### src/rtl/stage_fetch_pkg.sv
// Shared definitions for the fetch stage: the NOP encoding, the F/D register
// state codes and a small helper used to decide when the F/D word is real.
package stage_fetch_pkg;

  // All-zero word is the nop the decoder expects when nothing valid is in F/D.
  localparam logic [31:0] NOP_INSN = 32'd0;

  // State of the F/D register. Code 2'd3 is unused; the fetch logic handles it
  // exactly like BUBBLE so a corrupted state can never present a fake insn.
  typedef enum logic [1:0] {
    ST_BUBBLE = 2'd0,
    ST_LIVE   = 2'd1,
    ST_HELD   = 2'd2
  } fetch_state_e;

  // True when the F/D register carries a real instruction for decode.
  function automatic logic fd_is_valid(input fetch_state_e st);
    return (st == ST_LIVE) || (st == ST_HELD);
  endfunction

endpackage : stage_fetch_pkg

### src/rtl/stage_fetch_if.sv
// Bundle of everything the fetch stage exchanges with the rest of the core:
// hazard/redirect control in, the instruction RAM port, and the F/D outputs.
// The master modport is the fetch stage's view; slave is its environment.
interface stage_fetch_if #(
  parameter int ADDR_W = 12
) ();

  logic              stall;
  logic              redirect;
  logic [31:0]       redirect_pc;
  logic [ADDR_W-1:0] imem_addr;
  logic [31:0]       imem_q;
  logic [31:0]       fd_insn;
  logic              fd_valid;
  logic [31:0]       fd_pc_plus_4;
  logic [4:0]        fd_pc_upper_5;
  logic              flush_dx;
  logic [31:0]       pc_out;

  modport master (
    input  stall,
    input  redirect,
    input  redirect_pc,
    input  imem_q,
    output imem_addr,
    output fd_insn,
    output fd_valid,
    output fd_pc_plus_4,
    output fd_pc_upper_5,
    output flush_dx,
    output pc_out
  );

  modport slave (
    output stall,
    output redirect,
    output redirect_pc,
    output imem_q,
    input  imem_addr,
    input  fd_insn,
    input  fd_valid,
    input  fd_pc_plus_4,
    input  fd_pc_upper_5,
    input  flush_dx,
    input  pc_out
  );

endinterface : stage_fetch_if

### src/rtl/stage_fetch_pc_reg.sv
// 32-bit load-enable register with asynchronous active-high reset to a
// parameterised value. Used for the PC, the F/D PC and the stall hold word.
module pc_reg #(
  parameter logic [31:0] RESET_VAL = 32'd0
) (
  input  logic        clock,
  input  logic        reset,
  input  logic        en,
  input  logic [31:0] d,
  output logic [31:0] q
);

  // Load d when enabled, otherwise keep the stored value.
  always_ff @(posedge clock or posedge reset) begin
    if (reset) begin
      q <= RESET_VAL;
    end else if (en) begin
      q <= d;
    end
  end

endmodule : pc_reg

### src/rtl/stage_fetch.sv
// Fetch stage: owns the PC, addresses the synchronous instruction RAM, holds
// the F/D pipeline register and squashes wrong-path words on a redirect.
// A stall captures the RAM word into hold_q so it survives while the PC is
// frozen; the RAM simply re-reads the same address during the stall.
module stage_fetch
  import stage_fetch_pkg::*;
#(
  parameter logic [31:0] RESET_PC = 32'd0,
  parameter int          ADDR_W   = 12
) (
  input  logic          clock,
  input  logic          reset,
  stage_fetch_if.master fif
);

  fetch_state_e st_q;
  fetch_state_e st_d;

  logic [31:0] pc_q;
  logic [31:0] pc_d;
  logic        pc_en;

  logic [31:0] fd_pc;
  logic        fd_pc_en;

  logic [31:0] hold_q;
  logic        hold_en;

  pc_reg #(.RESET_VAL(RESET_PC)) u_pc_reg (
    .clock (clock),
    .reset (reset),
    .en    (pc_en),
    .d     (pc_d),
    .q     (pc_q)
  );

  // F/D PC only ever loads the PC that is being handed to decode.
  pc_reg #(.RESET_VAL(32'd0)) u_fd_pc_reg (
    .clock (clock),
    .reset (reset),
    .en    (fd_pc_en),
    .d     (pc_q),
    .q     (fd_pc)
  );

  // Hold word captures the RAM output on the edge a stall starts.
  pc_reg #(.RESET_VAL(32'd0)) u_hold_reg (
    .clock (clock),
    .reset (reset),
    .en    (hold_en),
    .d     (fif.imem_q),
    .q     (hold_q)
  );

  // F/D state register.
  always_ff @(posedge clock or posedge reset) begin
    if (reset) begin
      st_q <= ST_BUBBLE;
    end else begin
      st_q <= st_d;
    end
  end

  // Next state and register enables; redirect beats stall beats advance.
  always_comb begin
    st_d     = st_q;
    pc_d     = pc_q + 32'd1;
    pc_en    = 1'b0;
    fd_pc_en = 1'b0;
    hold_en  = 1'b0;

    if (fif.redirect) begin
      st_d  = ST_BUBBLE;
      pc_d  = fif.redirect_pc;
      pc_en = 1'b1;
    end else begin
      case (st_q)
        ST_LIVE: begin
          if (fif.stall) begin
            st_d    = ST_HELD;
            hold_en = 1'b1;
          end else begin
            st_d     = ST_LIVE;
            pc_en    = 1'b1;
            fd_pc_en = 1'b1;
          end
        end
        ST_HELD: begin
          if (!fif.stall) begin
            st_d     = ST_LIVE;
            pc_en    = 1'b1;
            fd_pc_en = 1'b1;
          end
        end
        default: begin
          if (fif.stall) begin
            st_d = ST_BUBBLE;
          end else begin
            st_d     = ST_LIVE;
            pc_en    = 1'b1;
            fd_pc_en = 1'b1;
          end
        end
      endcase
    end
  end

  // F/D outputs; anything that is not LIVE or HELD shows a nop so an X from
  // the RAM during a bubble never reaches decode.
  always_comb begin
    fif.fd_insn = NOP_INSN;
    case (st_q)
      ST_LIVE: fif.fd_insn = fif.imem_q;
      ST_HELD: fif.fd_insn = hold_q;
      default: fif.fd_insn = NOP_INSN;
    endcase
    fif.fd_valid      = fd_is_valid(st_q);
    fif.fd_pc_plus_4  = fd_pc + 32'd1;
    fif.fd_pc_upper_5 = fd_pc[31:27];
    fif.flush_dx      = fif.redirect;
    fif.pc_out        = pc_q;
    fif.imem_addr     = pc_q[ADDR_W-1:0];
  end

endmodule : stage_fetch

### src/flat_wrapper.sv
// flat-port wrapper written by rule: the top's interface ports become plain ports
module stage_fetch_flat import stage_fetch_pkg::*;
#(
  parameter logic [31:0] RESET_PC = 32'd0,
  parameter int          ADDR_W   = 12
)
  (clock, reset, fif_stall, fif_redirect, fif_redirect_pc, fif_imem_q, fif_imem_addr, fif_fd_insn, fif_fd_valid, fif_fd_pc_plus_4, fif_fd_pc_upper_5, fif_flush_dx, fif_pc_out);
  stage_fetch_if #(.ADDR_W(ADDR_W)) fif_i ();
  input  logic clock;
  input  logic reset;
  input wire logic [$bits(fif_i.stall)-1:0] fif_stall;
  input wire logic [$bits(fif_i.redirect)-1:0] fif_redirect;
  input wire logic [$bits(fif_i.redirect_pc)-1:0] fif_redirect_pc;
  input wire logic [$bits(fif_i.imem_q)-1:0] fif_imem_q;
  output wire logic [$bits(fif_i.imem_addr)-1:0] fif_imem_addr;
  output wire logic [$bits(fif_i.fd_insn)-1:0] fif_fd_insn;
  output wire logic [$bits(fif_i.fd_valid)-1:0] fif_fd_valid;
  output wire logic [$bits(fif_i.fd_pc_plus_4)-1:0] fif_fd_pc_plus_4;
  output wire logic [$bits(fif_i.fd_pc_upper_5)-1:0] fif_fd_pc_upper_5;
  output wire logic [$bits(fif_i.flush_dx)-1:0] fif_flush_dx;
  output wire logic [$bits(fif_i.pc_out)-1:0] fif_pc_out;
  assign fif_i.stall = fif_stall;
  assign fif_i.redirect = fif_redirect;
  assign fif_i.redirect_pc = fif_redirect_pc;
  assign fif_i.imem_q = fif_imem_q;
  assign fif_imem_addr = fif_i.imem_addr;
  assign fif_fd_insn = fif_i.fd_insn;
  assign fif_fd_valid = fif_i.fd_valid;
  assign fif_fd_pc_plus_4 = fif_i.fd_pc_plus_4;
  assign fif_fd_pc_upper_5 = fif_i.fd_pc_upper_5;
  assign fif_flush_dx = fif_i.flush_dx;
  assign fif_pc_out = fif_i.pc_out;
  stage_fetch #(.RESET_PC(RESET_PC), .ADDR_W(ADDR_W)) u_core (.clock(clock), .reset(reset), .fif(fif_i));
endmodule
### config.mk
export PLATFORM = sky130hd
export DESIGN_NAME = stage_fetch_flat
export DESIGN_NICKNAME = d
export VERILOG_FILES = /design/src/rtl/stage_fetch_pkg.sv /design/src/rtl/stage_fetch_if.sv /design/src/rtl/stage_fetch_pc_reg.sv /design/src/rtl/stage_fetch.sv /design/src/flat_wrapper.sv
export SDC_FILE = /design/constraint.sdc
export NUM_CORES = 1
export LEC_CHECK = 0
export BUFFER_PORTS_ARGS = -buffer_cell sky130_fd_sc_hd__buf_2
export CAP_MARGIN = 20
export CORE_AREA = 2 2 108 110
export DETAILED_ROUTE_END_ITERATION = 10
export DIE_AREA = 0 0 110 112
export GPL_TIMING_DRIVEN = 0
export PLACE_DENSITY = 0.89
export SLEW_MARGIN = 20
export SYNTH_ARGS = -nofsm -noshare
export SYNTH_HDL_FRONTEND = slang
export SYNTH_SLANG_ARGS = --single-unit
### constraint.sdc
create_clock -name clock -period 3.55 [get_ports clock]
set_input_delay 0.5325 -clock clock [delete_from_list [all_inputs] [get_ports clock]]
set_output_delay 0.5325 -clock clock [all_outputs]
set_load 0.02 [all_outputs]
==> Word level (Yosys, flattened, before mapping) <==
Cells that the tools add are included.
{ "word_totals": {"word_cells": 23, "register_bits": 98, "out_inout_bits": 115} }
{ "op_classes": {"n_eq_ne": 3, "n_addsub": 2, "muxes": 13, "reduce_logical": 1} }
{ "ops": {"columns": ["op", "n"], "rows": [
  ["$add A32 B1 Y32 const B", 2],
  ["$pmux W32 S2", 1],
  ["$mux W32", 1],
  ["$mux W1", 7],
  ["$mux W2", 3],
  ["$pmux W2 S2", 1],
  ["$ne A3 B3 Y1 const B", 1],
  ["$eq A2 B1 Y1 const B", 1],
  ["$eq A2 B2 Y1 const B", 1],
  ["$logic_or A1 B1 Y1", 1]
]} }

==> Logic depth before layout (Yosys ltp) <==
{ "depth": {"depth_word": 3, "mapped_depth": 6} }

==> Modules after synthesis <==
A second synthesis with hierarchy kept.
{ "hier_totals": {"hier_cells": 554, "hier_area_um2": 6247.2} }
{ "by_module_without_submodules": {"columns": ["module", "seq_area_each_um2", "area_per_inst_um2", "instances", "cells_each"], "rows": [
  ["pc_reg", 800.8, 1348.8, 3, 69],
  ["stage_fetch", 50.0, 2200.9, 1, 347]
]} }

==> Worst setup path before layout <==
Ideal clock, no wire load.
{ "synth_timing": {"path_type": "reg-to-output", "startpoint": "register u_core.u_fd_pc_reg.q[5]", "endpoint": "output fif_fd_pc_plus_4[31]", "t_required_ps": 3017, "slack_ps": 1304, "n_path_buf": 2, "t_arrival_ps": 1714, "path_stages_with_launch": 7, "cell_sequence": "dfrtp_1 and4_1 clkbuf_1 and4_1 clkbuf_1 nand4_1 xnor2_1"} }
{ "synth_between": {"elab_chain_len": 1} }
{ "synth_rtl": {"columns": ["item", "line_no", "source"], "rows": [
  ["start: declaration", "stage_fetch_pc_reg.sv:10", "output logic [31:0] q"],
  ["start signal: assignment", "stage_fetch_pc_reg.sv:16", "q <= RESET_VAL;"],
  ["start signal: assignment", "stage_fetch_pc_reg.sv:18", "q <= d;"],
  ["$add A32 B1 Y32", "stage_fetch.sv:118", "fif.fd_pc_plus_4 = fd_pc + 32'd1;"],
  ["end: declaration", "flat_wrapper.sv:18", "output wire logic [$bits(fif_i.fd_pc_plus_4)-1:0] fif_fd_pc_plus_4;"]
]} }
No other way between the ends.

==> Worst setup path after layout <==
{ "layout_timing": {"startpoint": "register u_core.u_fd_pc_reg.q[5]", "endpoint": "output fif_fd_pc_plus_4[21]"} }
Same word-level chain as after synthesis.

==> run metrics <==
Slew HR approximately 56%; final period utilization between 70% and 80%; GP Congestion between 0.9 and 1; initial core utilization around half; largest net degree at the start of global routing 67; Layout area overhead 26.7%; DR WL/cell 16.9 µm; Ports 183; Critical path buffers and inverters 3; sequential share of the synthesized area a little under half; Tightest Hold Check Type in -> async; status completed; hold_ws roughly 0.16 ns; core box area roughly 11,000 µm²; DR pass1 iterations 5; clock slew at reported path FFs 0.06 ns; # resized after CTS 0; CP startpoint u_core.u_fd_pc_reg.q[5]; syn_nets about 600; worst-path fanout max 9; #FFs+latches synth 98; Static Leak between 3 and 4 nW; Post-CTS Setup Repair Bufs 0; CP delay by family, top buffers and inverters; final hold violations 0; fin area 6880 µm²; FFs w/ async S/R, synth 100%; IO buf count between 150 and 200; CP startpoint kind flop; clk_skew around 0.0062 ns; Total GRT Usage about 24%; Worst Setup End Kind output port; Site Rows 39; GR Overflow Total 0; CP Class reg -> out; antenna-violating nets left 0; f_max between 300 and 400 MHz; Final Setup Violations 0; worst reg-to-reg setup slack 1.23 ns; crit path time final ~2.8 ns; R2R Path End u_core.u_pc_reg.q[24]; Reg2Reg Depth 6; worst vdd ir between 0.0002 and 0.0003 V; Worst EP arrival between 2 and 2.5 ns; Yosys warnings 0; Worst path max stage delay 0.44 ns; nets@finish ~790; measured slew at the worst slew-check pin 0.663 ns; CTS Hold Bufs 0; Primary FF master, synth dfrtp_1; Avg Cell Area, Syn about 10 µm²; PwrDens roughly 490 nW/µm²; Die X between 100 and 150 µm; DP Area roughly 6600 µm²; DP Wirelength about 11,000 µm; fraction of layout cells with a size suffix above 1 just under 40%; die area 12,300 µm²; final WL 14,700 µm; DR vias/cell 5.68; first-pass GRT wire length between 20,000 and 25,000 µm; cells after synthesis between 500 and 600; clk_lat worst skew 0.34 ns; TritonCTS clock tree yes; max-cap viol count 0; cts bufs inserted 9; CP max-delay cell dfrtp_1; dpl ws approximately 1.0 ns; PnR worst setup slack 0.712 ns; Longest Clk Path Bufs 2; Die H roughly 110 µm; required time of the worst setup path a little over 3 ns; number of global-route vias before repair between 4,000 and 5,000; synth unique cells 38; synthesized area ~5400 µm²; total power draw about 3.4 mW; max-slew violations 0; worst r2r src u_core.u_pc_reg.q[9]; CTS Root Buffer Type clkbuf_16; initial DRC count approximately 390; initial antenna violation count 4; # H-tree levels 3; Vias between 4,000 and 5,000; # DRC 0; Sink Count just under 100; RSZ-0062 raised after global routing false; CP cell instances and4_1 > clkbuf_1 > and4_1 > clkbuf_1 > nand3_1 > xnor2_1 > buf_2; EDFF count, synth 0
==> placed cells by master (no fill, tap or decap), types with 14 or more instances in the layout <==
master and instances:
nand2_1 40, nand4_1 20, buf_2 181, mux2_2 61
dfrtp_1 98, buf_4 18, clkbuf_1 26, inv_1 14
xnor2_1 27, a22o_1 32, nor2_1 24, a31oi_1 14
o21ai_0 21, nand3_1 23, xor2_1 16
==> state kept, by name, indices dropped and copies added (netlist names) <==
name,cells
u_core.u_fd_pc_reg.q,32
u_core.u_hold_reg.q,32
u_core.u_pc_reg.q,32
u_core.st_q,2
==> synth_stat cells, types with 3 or more instances <==
| cell | number | area [µm²] |
|---|---|---|
| dfrtp_1 | 98 | 2450 |
| mux2_2 | 61 | 687 |
| nand2_1 | 40 | 150 |
| a22o_1 | 32 | 280 |
| xnor2_1 | 27 | 236 |
| clkbuf_1 | 26 | 97.6 |
| nor2_1 | 24 | 90.1 |
| nand3_1 | 23 | 115 |
| o21ai_0 | 21 | 105 |
| nand4_1 | 20 | 125 |
| buf_4 | 18 | 135 |
| xor2_1 | 16 | 140 |
| inv_1 | 15 | 56.3 |
| a31oi_1 | 14 | 87.6 |
| or4_1 | 13 | 97.6 |
| o31ai_1 | 12 | 90.1 |
| nor3_1 | 11 | 55.1 |
| nor4_1 | 8 | 50.1 |
| or3_1 | 8 | 50.1 |
| and4_1 | 7 | 61.3 |
| ha_1 | 4 | 50.1 |
| and3_1 | 3 | 18.8 |
| buf_1 | 3 | 11.3 |
==> logic make-up (layout without fill, tap and decap cells) <==
family,count (synthesis),in the layout,synth area share (%)
other,0,2,0
adder cells (fa/ha/maj),4,4,0.921
AND/OR/NAND/NOR,171,171,17.0
flip-flops,98,98,45.1
buffers and inverters,63,260,5.73
AO/OA/AOI/OAI,85,85,11.2
multiplexers,63,63,13.0
XOR/XNOR,43,43,6.93
==> where the power goes <==
group | leakage, nW | switching, mW | internal, mW
clock | 0.154 | 0.413 | 0.652
combinational | 1.80 | 0.432 | 0.367
sequential | 1.16 | 0.222 | 1.31
==> worst max-delay path by stage <==
stage / slack, ns / cells after the start / endpoint
floorplan: 0.46 / 1 / u_core.st_q[0]
global placement: -0.72 / 2 / u_core.u_fd_pc_reg.q[1]
detailed placement: 1.04 / 6 / u_core.u_pc_reg.q[27]
finish: 0.71 / 7 / fif_fd_pc_plus_4[21]
CTS: 0.70 / 7 / fif_fd_insn[6]
global route: 0.52 / 7 / fif_fd_insn[5]
==> routing by layer <==
layer | vias to the layer above | part of all wire, % | global-route usage [%]
met5 | - | 0.18 | 0
met4 | 4 | 2.0 | 9.11
met3 | 24 | 8.7 | 5.85
met2 | 215 | 49 | 40.9
met1 | 2377 | 40 | 30.4
li1 | 2314 | - | -
==> layout make-up <==
class / instances / area [µm²]
clock buffers: 11 / 253
repair buffers: 182 / 933
diodes: 2 / 5.00
well taps: 143 / 179
fillers: 923 / 4290
inverters: 15 / 61.3
flip-flops and latches: 98 / 2450
plain buffers: 48 / 255
clock inverters: 4 / 75.1
multi-input cells: 366 / 2670
==> per-stage QoR <==
step	cells	TNS, ns	util (%)
2_1_floorplan	527	0	-
3_5_place_dp	852	0	58.6
5_1_grt	868	0	61.6
4_1_cts	867	0	61.6
3_3_place_gp	851	-69.43	58.3
6_report	869	0	61.6
Note: power is estimated with default switching activity, not from simulation.
